==> config.mk <==
export PLATFORM = sky130hd
export DESIGN_NAME = gpr_sb_rf_flat
export DESIGN_NICKNAME = d
export VERILOG_FILES = /design/src/rtl/core_rf_pkg.sv /design/src/rtl/gpr_sb_rf_if.sv /design/src/rtl/gpr_sb_wb_arb.sv /design/src/rtl/gpr_sb_rf.sv /design/src/flat_wrapper.sv
export SDC_FILE = /design/constraint.sdc
export NUM_CORES = 2
export LEC_CHECK = 0
export CAP_MARGIN = 20
export CORE_MARGIN = 3
export CORE_UTILIZATION = 42
export DETAILED_ROUTE_END_ITERATION = 7
export DONT_BUFFER_PORTS = 1
export SKIP_CTS_REPAIR_TIMING = 1
export SLEW_MARGIN = 15
export SYNTH_ARGS = -nofsm -noshare
export SYNTH_HDL_FRONTEND = slang
export SYNTH_SLANG_ARGS = --single-unit
==> constraint.sdc <==
create_clock -name clk -period 4.7 [get_ports clk]
set_input_delay 0.94 -clock clk [delete_from_list [all_inputs] [get_ports clk]]
set_output_delay 0.94 -clock clk [all_outputs]
set_load 0.02 [all_outputs]
==> src/rtl/core_rf_pkg.sv <==
// core_rf_pkg: shared register-file types and constants.
//   XLEN/NREG are the default data width and register count, idxw() derives
//   the index width, wb_req_t bundles one writeback request, and RESET_SP is
//   the stack-pointer reset value (taken from RESET_VECTOR when the build defines it).
`ifndef RESET_VECTOR
`define RESET_VECTOR 32'h8000_0000
`endif
package core_rf_pkg;
  localparam int XLEN = 32;
  localparam int NREG = 32;
  function automatic int idxw(input int n);
    return $clog2(n);
  endfunction
  localparam int IDXW = idxw(NREG);
  typedef struct packed {
    logic            valid;
    logic [IDXW-1:0] idx;
    logic [XLEN-1:0] data;
  } wb_req_t;
  localparam logic [XLEN-1:0] RESET_SP = `RESET_VECTOR;
endpackage

==> src/rtl/gpr_sb_rf_if.sv <==
// gpr_sb_rf_if: decode/issue/writeback bus of the scoreboarded register file.
//   master: pipeline side (drives indices, issue, writebacks, flush).
//   slave:  register file side (drives read data, busy, ready, busy_vec).
interface gpr_sb_rf_if
  import core_rf_pkg::*;
#(
  parameter int NRD = 2,
  parameter int NWB = 2
) ();
  logic [NRD*IDXW-1:0] rd_idx;
  logic [NRD*XLEN-1:0] rd_data;
  logic [NRD-1:0]      rd_busy;
  logic                iss_valid;
  logic [IDXW-1:0]     iss_rd;
  logic                iss_ready;
  logic [NWB-1:0]      wb_valid;
  logic [NWB*IDXW-1:0] wb_idx;
  logic [NWB*XLEN-1:0] wb_data;
  logic [NWB-1:0]      wb_ready;
  logic [NREG-1:0]     busy_vec;
  logic                flush;
  modport master (
    output rd_idx, iss_valid, iss_rd, wb_valid, wb_idx, wb_data, flush,
    input  rd_data, rd_busy, iss_ready, wb_ready, busy_vec
  );
  modport slave (
    input  rd_idx, iss_valid, iss_rd, wb_valid, wb_idx, wb_data, flush,
    output rd_data, rd_busy, iss_ready, wb_ready, busy_vec
  );
endinterface

==> src/rtl/gpr_sb_wb_arb.sv <==
// gpr_sb_wb_arb: writeback port arbitration.
//   valid/idx in per port; ready[k] drops when a lower port is valid for the
//   same nonzero index (independent of valid[k]); we = valid & ready.
module gpr_sb_wb_arb #(
  parameter int NWB  = 2,
  parameter int IDXW = 5
) (
  input  logic [NWB-1:0]      valid,
  input  logic [NWB*IDXW-1:0] idx,
  output logic [NWB-1:0]      ready,
  output logic [NWB-1:0]      we
);
  always_comb begin
    ready = '1;
    for (int k = 1; k < NWB; k++)
      for (int j = 0; j < k; j++)
        if (valid[j] && idx[j*IDXW +: IDXW] == idx[k*IDXW +: IDXW] && idx[k*IDXW +: IDXW] != '0)
          ready[k] = 1'b0;
  end
  assign we = valid & ready;
endmodule

==> src/rtl/gpr_sb_rf.sv <==
// gpr_sb_rf: multi-port integer register file with scoreboard busy bits.
//   clk, rstn (async active-low) plain ports; everything else on bus (slave):
//   combinational reads with busy status, rd reservation on issue, prioritised
//   writeback ports that retire results, flush clears all busy bits.
//   x0 reads zero, is never busy and ignores writes.
//   GPR_SB_BYPASS_EN: reads forward same-cycle accepted writeback data.
module gpr_sb_rf #(
  parameter int                          XLEN     = core_rf_pkg::XLEN,
  parameter int                          NREG     = core_rf_pkg::NREG,
  parameter int                          NRD      = 2,
  parameter int                          NWB      = 2,
  parameter int                          SP_IDX   = 2,
  parameter logic [core_rf_pkg::XLEN-1:0] RESET_SP = core_rf_pkg::RESET_SP
) (
  input logic         clk,
  input logic         rstn,
  gpr_sb_rf_if.slave  bus
);
  import core_rf_pkg::*;
  localparam int IDXW = idxw(NREG);
  logic [XLEN-1:0] regs [NREG];
  logic [NREG-1:0] busy;
  logic [NWB-1:0]  wb_we;
  logic            iss_fire;
  gpr_sb_wb_arb #(.NWB(NWB), .IDXW(IDXW)) u_arb (
    .valid (bus.wb_valid),
    .idx   (bus.wb_idx),
    .ready (bus.wb_ready),
    .we    (wb_we)
  );
  assign bus.iss_ready = !busy[bus.iss_rd] || bus.iss_rd == '0;
  assign iss_fire      = bus.iss_valid && bus.iss_ready && !bus.flush && bus.iss_rd != '0;
  assign bus.busy_vec  = busy;
  // Later assignments win: issue re-reserves over a same-cycle writeback clear,
  // and flush overrides both. regs[0] is never written so it stays zero.
  always_ff @(posedge clk or negedge rstn)
    if (!rstn) begin
      for (int r = 0; r < NREG; r++) regs[r] <= (r == SP_IDX) ? RESET_SP : '0;
      busy <= '0;
    end else begin
      for (int k = NWB-1; k >= 0; k--)
        if (wb_we[k] && bus.wb_idx[k*IDXW +: IDXW] != '0) begin
          regs[bus.wb_idx[k*IDXW +: IDXW]] <= bus.wb_data[k*XLEN +: XLEN];
          busy[bus.wb_idx[k*IDXW +: IDXW]] <= 1'b0;
        end
      if (iss_fire) busy[bus.iss_rd] <= 1'b1;
      if (bus.flush) busy <= '0;
    end
  for (genvar p = 0; p < NRD; p++) begin : g_rd
    logic [IDXW-1:0] ri;
    logic [XLEN-1:0] d;
    logic            b;
    assign ri = bus.rd_idx[p*IDXW +: IDXW];
`ifdef GPR_SB_BYPASS_EN
    // Descending scan so the lowest accepted port wins; a same-cycle issue to
    // this index suppresses forwarding because the register gets a new owner.
    always_comb begin
      d = regs[ri];
      b = busy[ri];
      for (int k = NWB-1; k >= 0; k--)
        if (wb_we[k] && ri != '0 && bus.wb_idx[k*IDXW +: IDXW] == ri && !(iss_fire && bus.iss_rd == ri)) begin
          d = bus.wb_data[k*XLEN +: XLEN];
          b = 1'b0;
        end
    end
`else
    assign d = regs[ri];
    assign b = busy[ri];
`endif
    assign bus.rd_data[p*XLEN +: XLEN] = d;
    assign bus.rd_busy[p] = b;
  end
endmodule
==> src/flat_wrapper.sv <==
// flat-port wrapper written by rule: the top's interface ports become plain ports
module gpr_sb_rf_flat import core_rf_pkg::*;
#(
  parameter int                          XLEN     = core_rf_pkg::XLEN,
  parameter int                          NREG     = core_rf_pkg::NREG,
  parameter int                          NRD      = 2,
  parameter int                          NWB      = 2,
  parameter int                          SP_IDX   = 2,
  parameter logic [core_rf_pkg::XLEN-1:0] RESET_SP = core_rf_pkg::RESET_SP
)
  (clk, rstn, bus_rd_idx, bus_iss_valid, bus_iss_rd, bus_wb_valid, bus_wb_idx, bus_wb_data, bus_flush, bus_rd_data, bus_rd_busy, bus_iss_ready, bus_wb_ready, bus_busy_vec);
  gpr_sb_rf_if #(.NRD(NRD), .NWB(NWB)) bus_i ();
  input logic clk;
  input logic rstn;
  input wire logic [$bits(bus_i.rd_idx)-1:0] bus_rd_idx;
  input wire logic [$bits(bus_i.iss_valid)-1:0] bus_iss_valid;
  input wire logic [$bits(bus_i.iss_rd)-1:0] bus_iss_rd;
  input wire logic [$bits(bus_i.wb_valid)-1:0] bus_wb_valid;
  input wire logic [$bits(bus_i.wb_idx)-1:0] bus_wb_idx;
  input wire logic [$bits(bus_i.wb_data)-1:0] bus_wb_data;
  input wire logic [$bits(bus_i.flush)-1:0] bus_flush;
  output wire logic [$bits(bus_i.rd_data)-1:0] bus_rd_data;
  output wire logic [$bits(bus_i.rd_busy)-1:0] bus_rd_busy;
  output wire logic [$bits(bus_i.iss_ready)-1:0] bus_iss_ready;
  output wire logic [$bits(bus_i.wb_ready)-1:0] bus_wb_ready;
  output wire logic [$bits(bus_i.busy_vec)-1:0] bus_busy_vec;
  assign bus_i.rd_idx = bus_rd_idx;
  assign bus_i.iss_valid = bus_iss_valid;
  assign bus_i.iss_rd = bus_iss_rd;
  assign bus_i.wb_valid = bus_wb_valid;
  assign bus_i.wb_idx = bus_wb_idx;
  assign bus_i.wb_data = bus_wb_data;
  assign bus_i.flush = bus_flush;
  assign bus_rd_data = bus_i.rd_data;
  assign bus_rd_busy = bus_i.rd_busy;
  assign bus_iss_ready = bus_i.iss_ready;
  assign bus_wb_ready = bus_i.wb_ready;
  assign bus_busy_vec = bus_i.busy_vec;
  gpr_sb_rf #(.XLEN(XLEN), .NREG(NREG), .NRD(NRD), .NWB(NWB), .SP_IDX(SP_IDX), .RESET_SP(RESET_SP)) u_core (.clk(clk), .rstn(rstn), .bus(bus_i));
endmodule
==> results <==
- The flow ran to the end, but the final reports show violations.
- The final reports fail on design-rule violations.
- In the synthesized netlist, the number of instances is 6382.
- The routed wire length per instance is 32.38 um.
- For this run, design rule violations remaining after detail routing come to 2.
- At the pin with the least slew margin, the transition time is 1.224 ns.
- The number of enable-type register cells in the synthesized netlist is 0.
- The share of synthesized area occupied by flip-flops and latches is 0.4050.
- The first global-routing pass estimated 367.7 mm of wire.
- OpenSTA, run right after detailed placement, puts the worst setup slack at 0.8101 ns.
- STA puts the critical path data arrival time at 2.84 ns.
- Once layout is complete, the utilization of the core stands at 0.4560.
- The cell area that synthesis handed to floorplanning was 65250 um^2.
- The worst-skew pair later-pin latency is 0.78 ns.
- The TritonCTS buffer count is 118.
- Of the total power, registers draw 0.440.
- The register-to-register setup slack is 2.19 ns.
- The wire-length estimate of the detail-placed layout is 136.9 mm.
- The sequential cells in the finished layout cover a total of 26430 um^2.
- Across all hold checks on the routed design, the worst slack comes to 0.06067 ns.
- The die covers 160100 um^2.
- The average cell area after synthesis is 10.22 um^2.
- The total detailed-routing wirelength is 257.6 mm.
- TritonCTS built the clock tree.
- The most used flip-flop cell after synthesis is sky130_fd_sc_hd__dfrtp_1.
- The layout-stage area growth over the synthesis result is 7.791%.
- On the critical path, the stage with the largest delay is an instance of sky130_fd_sc_hd__and2_2.
- The die height is 400.2 um.
- The number of antenna violations at the first check in global routing is 2.
- Across every metal layer, demand over resource in global routing totals 0.3167.
- In this design, the stage delay of the slowest critical-path cell is 0.71 ns.
- The class of the most critical setup path is input pin to output port.
- The switching part of the total power is 0.2969.
- Timing would allow up to 264.8 MHz.
- The initial utilization of the core area, before any placement, comes to 0.4231.
- The first detailed-routing pass ran for 8 iterations.
- When the netlist entered floorplanning its net count stood at 6477.
- The peak supply drop is 0.3316 mV.
- Clock skew on the completed layout was measured at 0.03319 ns.
- Setup repair after global routing left no endpoint under its margin.
- In the layout the commonest cells are sky130_fd_sc_hd__dfrtp_1 (1055), sky130_fd_sc_hd__nor2_1 (901), sky130_fd_sc_hd__nand2_1 (896).
- In this run the worst path has a maximum fanout of 36.
- Measured along the x axis, the die boundary spans 400.2 um.
- The share of total power dissipated in combinational logic is 0.234.
- The Yosys step of the flow raised 0 warnings.
- The cell internal power dissipation is 0.02114 W.
- Of the cells placed in the final design, the portion with a size suffix greater than 1 is 0.1681.
- The number of global-route vias before repair came to 51100.
- Leaving out fill and tap cells, the most frequent cell in the layout is sky130_fd_sc_hd__dfrtp_1.
- At the worst endpoint, the required time is 3.76 ns.
- In this run the tightest slew margin relative to its limit is 0.1842.
- Of the available clock period, the critical path in the final layout requires 0.8035.
- The clock-pin slew of the registers on the worst-case setup and hold paths is 0.06 ns.
- The routed layout has 53420 vias.
- The count of final hold-check violations is 0.
- The clock share of power is 0.325.
- Port buffering added 0 buffers.
- The worst setup slack after layout is 0.9236 ns.
- Summed over all nets, the switching power comes to 0.008928 W.
- The signal on the critical path passes through and2_2 > buf_4 > a22oi_1 > o21a_1.
- The final-stage net count is 5905.
- The synthesized netlist contains 52 unique library cells.
- The count of max-cap constraint violations is 0.
- The critical path capture point type is an output port.
- The maximum level of the CTS H-tree is 3.
- The type of origin of the critical path is an input pin.
- The fraction of synthesis flops using an asynchronous set or reset pin is 1.000.
- In this run the clock root is driven by a sky130_fd_sc_hd__clkbuf_16.
- The count of nets left with antenna violations once routing finished came out at 0.
- The leakage power is 31.95 nW.
- The power per standard cell area is 427.5 nW/um^2.
- The synthesized flop and latch total is 1056.
- Summing internal, switching and leakage power gives 0.03007 W.
- Fill cells in the final layout number 14080.
- The final global-route overflow total is 0.
- The total core area is 154200 um^2.
- The pin count of the biggest net entering global routing is 265.
- The multi-input combinational cells in the finished layout cover a total of 36000 um^2.
- Setup violations remaining at the end of the flow were counted as 0.
- The final number of max-transition violations came to 0.
- For the finished layout, the period the worst path requires is 3.776 ns.
- The number of DRC markers in iteration 0 is 7716.
- The number of clock sinks is 1056.
- The worst min-delay path class is input pin to async pin.
- The maximum number of buffers from clock root to sink is 3.
- The last weighted congestion value of the routability-driven placer is 0.8570.
- The post-detailed-route via-to-cell ratio is 6.713.
- 196 I/O pins were placed.
- The sum of negative setup slack is 0 ns.
- The count of standard-cell rows is 144.
## worst max-delay path: cells and delay by family
family,cells,cell delay (ns)
and+or+nand+nor,1,0.71
buffers and inverters,1,0.55
AOI/OAI and AO/OA,2,0.48
## cell usage after synthesis, types with 13 or more instances
cell | n | area, um^2
sky130_fd_sc_hd__o21ai_0 | 27 | 135.1
sky130_fd_sc_hd__nand2_1 | 926 | 3476
sky130_fd_sc_hd__a31oi_1 | 378 | 2365
sky130_fd_sc_hd__and2_1 | 14 | 87.58
sky130_fd_sc_hd__a21oi_1 | 521 | 2608
sky130_fd_sc_hd__o21ai_1 | 37 | 185.2
sky130_fd_sc_hd__nor2_1 | 911 | 3420
sky130_fd_sc_hd__nand3_1 | 157 | 785.8
sky130_fd_sc_hd__buf_1 | 33 | 123.9
sky130_fd_sc_hd__dfrtp_1 | 1055 | 26400
sky130_fd_sc_hd__buf_2 | 129 | 645.6
sky130_fd_sc_hd__buf_6 | 17 | 191.4
sky130_fd_sc_hd__nand4b_1 | 31 | 271.5
sky130_fd_sc_hd__o211ai_1 | 22 | 165.2
sky130_fd_sc_hd__nand2b_1 | 13 | 81.33
sky130_fd_sc_hd__a22oi_1 | 66 | 495.5
sky130_fd_sc_hd__o21a_1 | 66 | 495.5
sky130_fd_sc_hd__mux4_2 | 595 | 13400
sky130_fd_sc_hd__mux2i_1 | 681 | 6817
sky130_fd_sc_hd__clkbuf_1 | 615 | 2308
## cells by family after synthesis
kind of cell,count (synthesis),share of synthesized area
buffers and inverters,803,0.05108
multiplexers,1282,0.3123
AO/OA/AOI/OAI,1127,0.1003
XOR/XNOR,5,0.0006711
other,1,0.00005747
flip-flops,1056,0.4050
AND/OR/NAND/NOR,2108,0.1306
## final timing paths
path,from,endpoint,cells after the start
max in group asynchronous,rstn,u_core.regs[806],5
min in group clk,bus_flush,u_core.bus.busy_vec[0],1
setup reg to reg,u_core.bus.busy_vec[13],u_core.bus.busy_vec[3],6
setup / recovery,bus_rd_idx[4],bus_rd_data[26],4
hold / removal,rstn,u_core.bus.busy_vec[8],1
hold reg to reg,u_core.regs[1008],u_core.regs[1008],0
## stage by stage
step	cell area [um^2]	std cells
floorplan	65250	6382
global placement	66170	7729
detailed placement	66170	7729
CTS	70200	7946
global route	70320	7951
finish	70330	7957
## routing by layer
| metal | global-route usage | part of all wire | up-vias |
|---|---|---|---|
| met4 | 0.1521 | 0.051 | 4 |
| met2 | 0.4652 | 0.44 | 3775 |
| met3 | 0.1013 | 0.13 | 743 |
| li1 | - | - | 21880 |
| met1 | 0.4239 | 0.38 | 27020 |
| met5 | 0.003079 | 0.00050 | - |
## power groups by stage
stage	registers, W	clock network (W)	logic (W)
final	0.0132	0.00979	0.00705
after global placement	0.0131	0	0.00679
after floorplan	0.0127	0	0.00608
after detailed placement	0.0133	0	0.00700
after global routing	0.0135	0.0102	0.00763
after CTS	0.0131	0.00984	0.00701
## registers in the layout, summed over array words and instances (netlist names)
register / count
u_core.regs: 1024
u_core.bus.busy_vec: 32
## final cells by class
type	count	share of cell area
multi-input combinational	4523	0.5118
sequential	1056	0.3757
clock buffer	163	0.04839
tap	2044	0.03636
timing repair buffer	108	0.01832
clock inverter	54	0.008966
antenna	6	0.0002135
inverter	3	0.0001601
(Power assumes the default switching activity.)
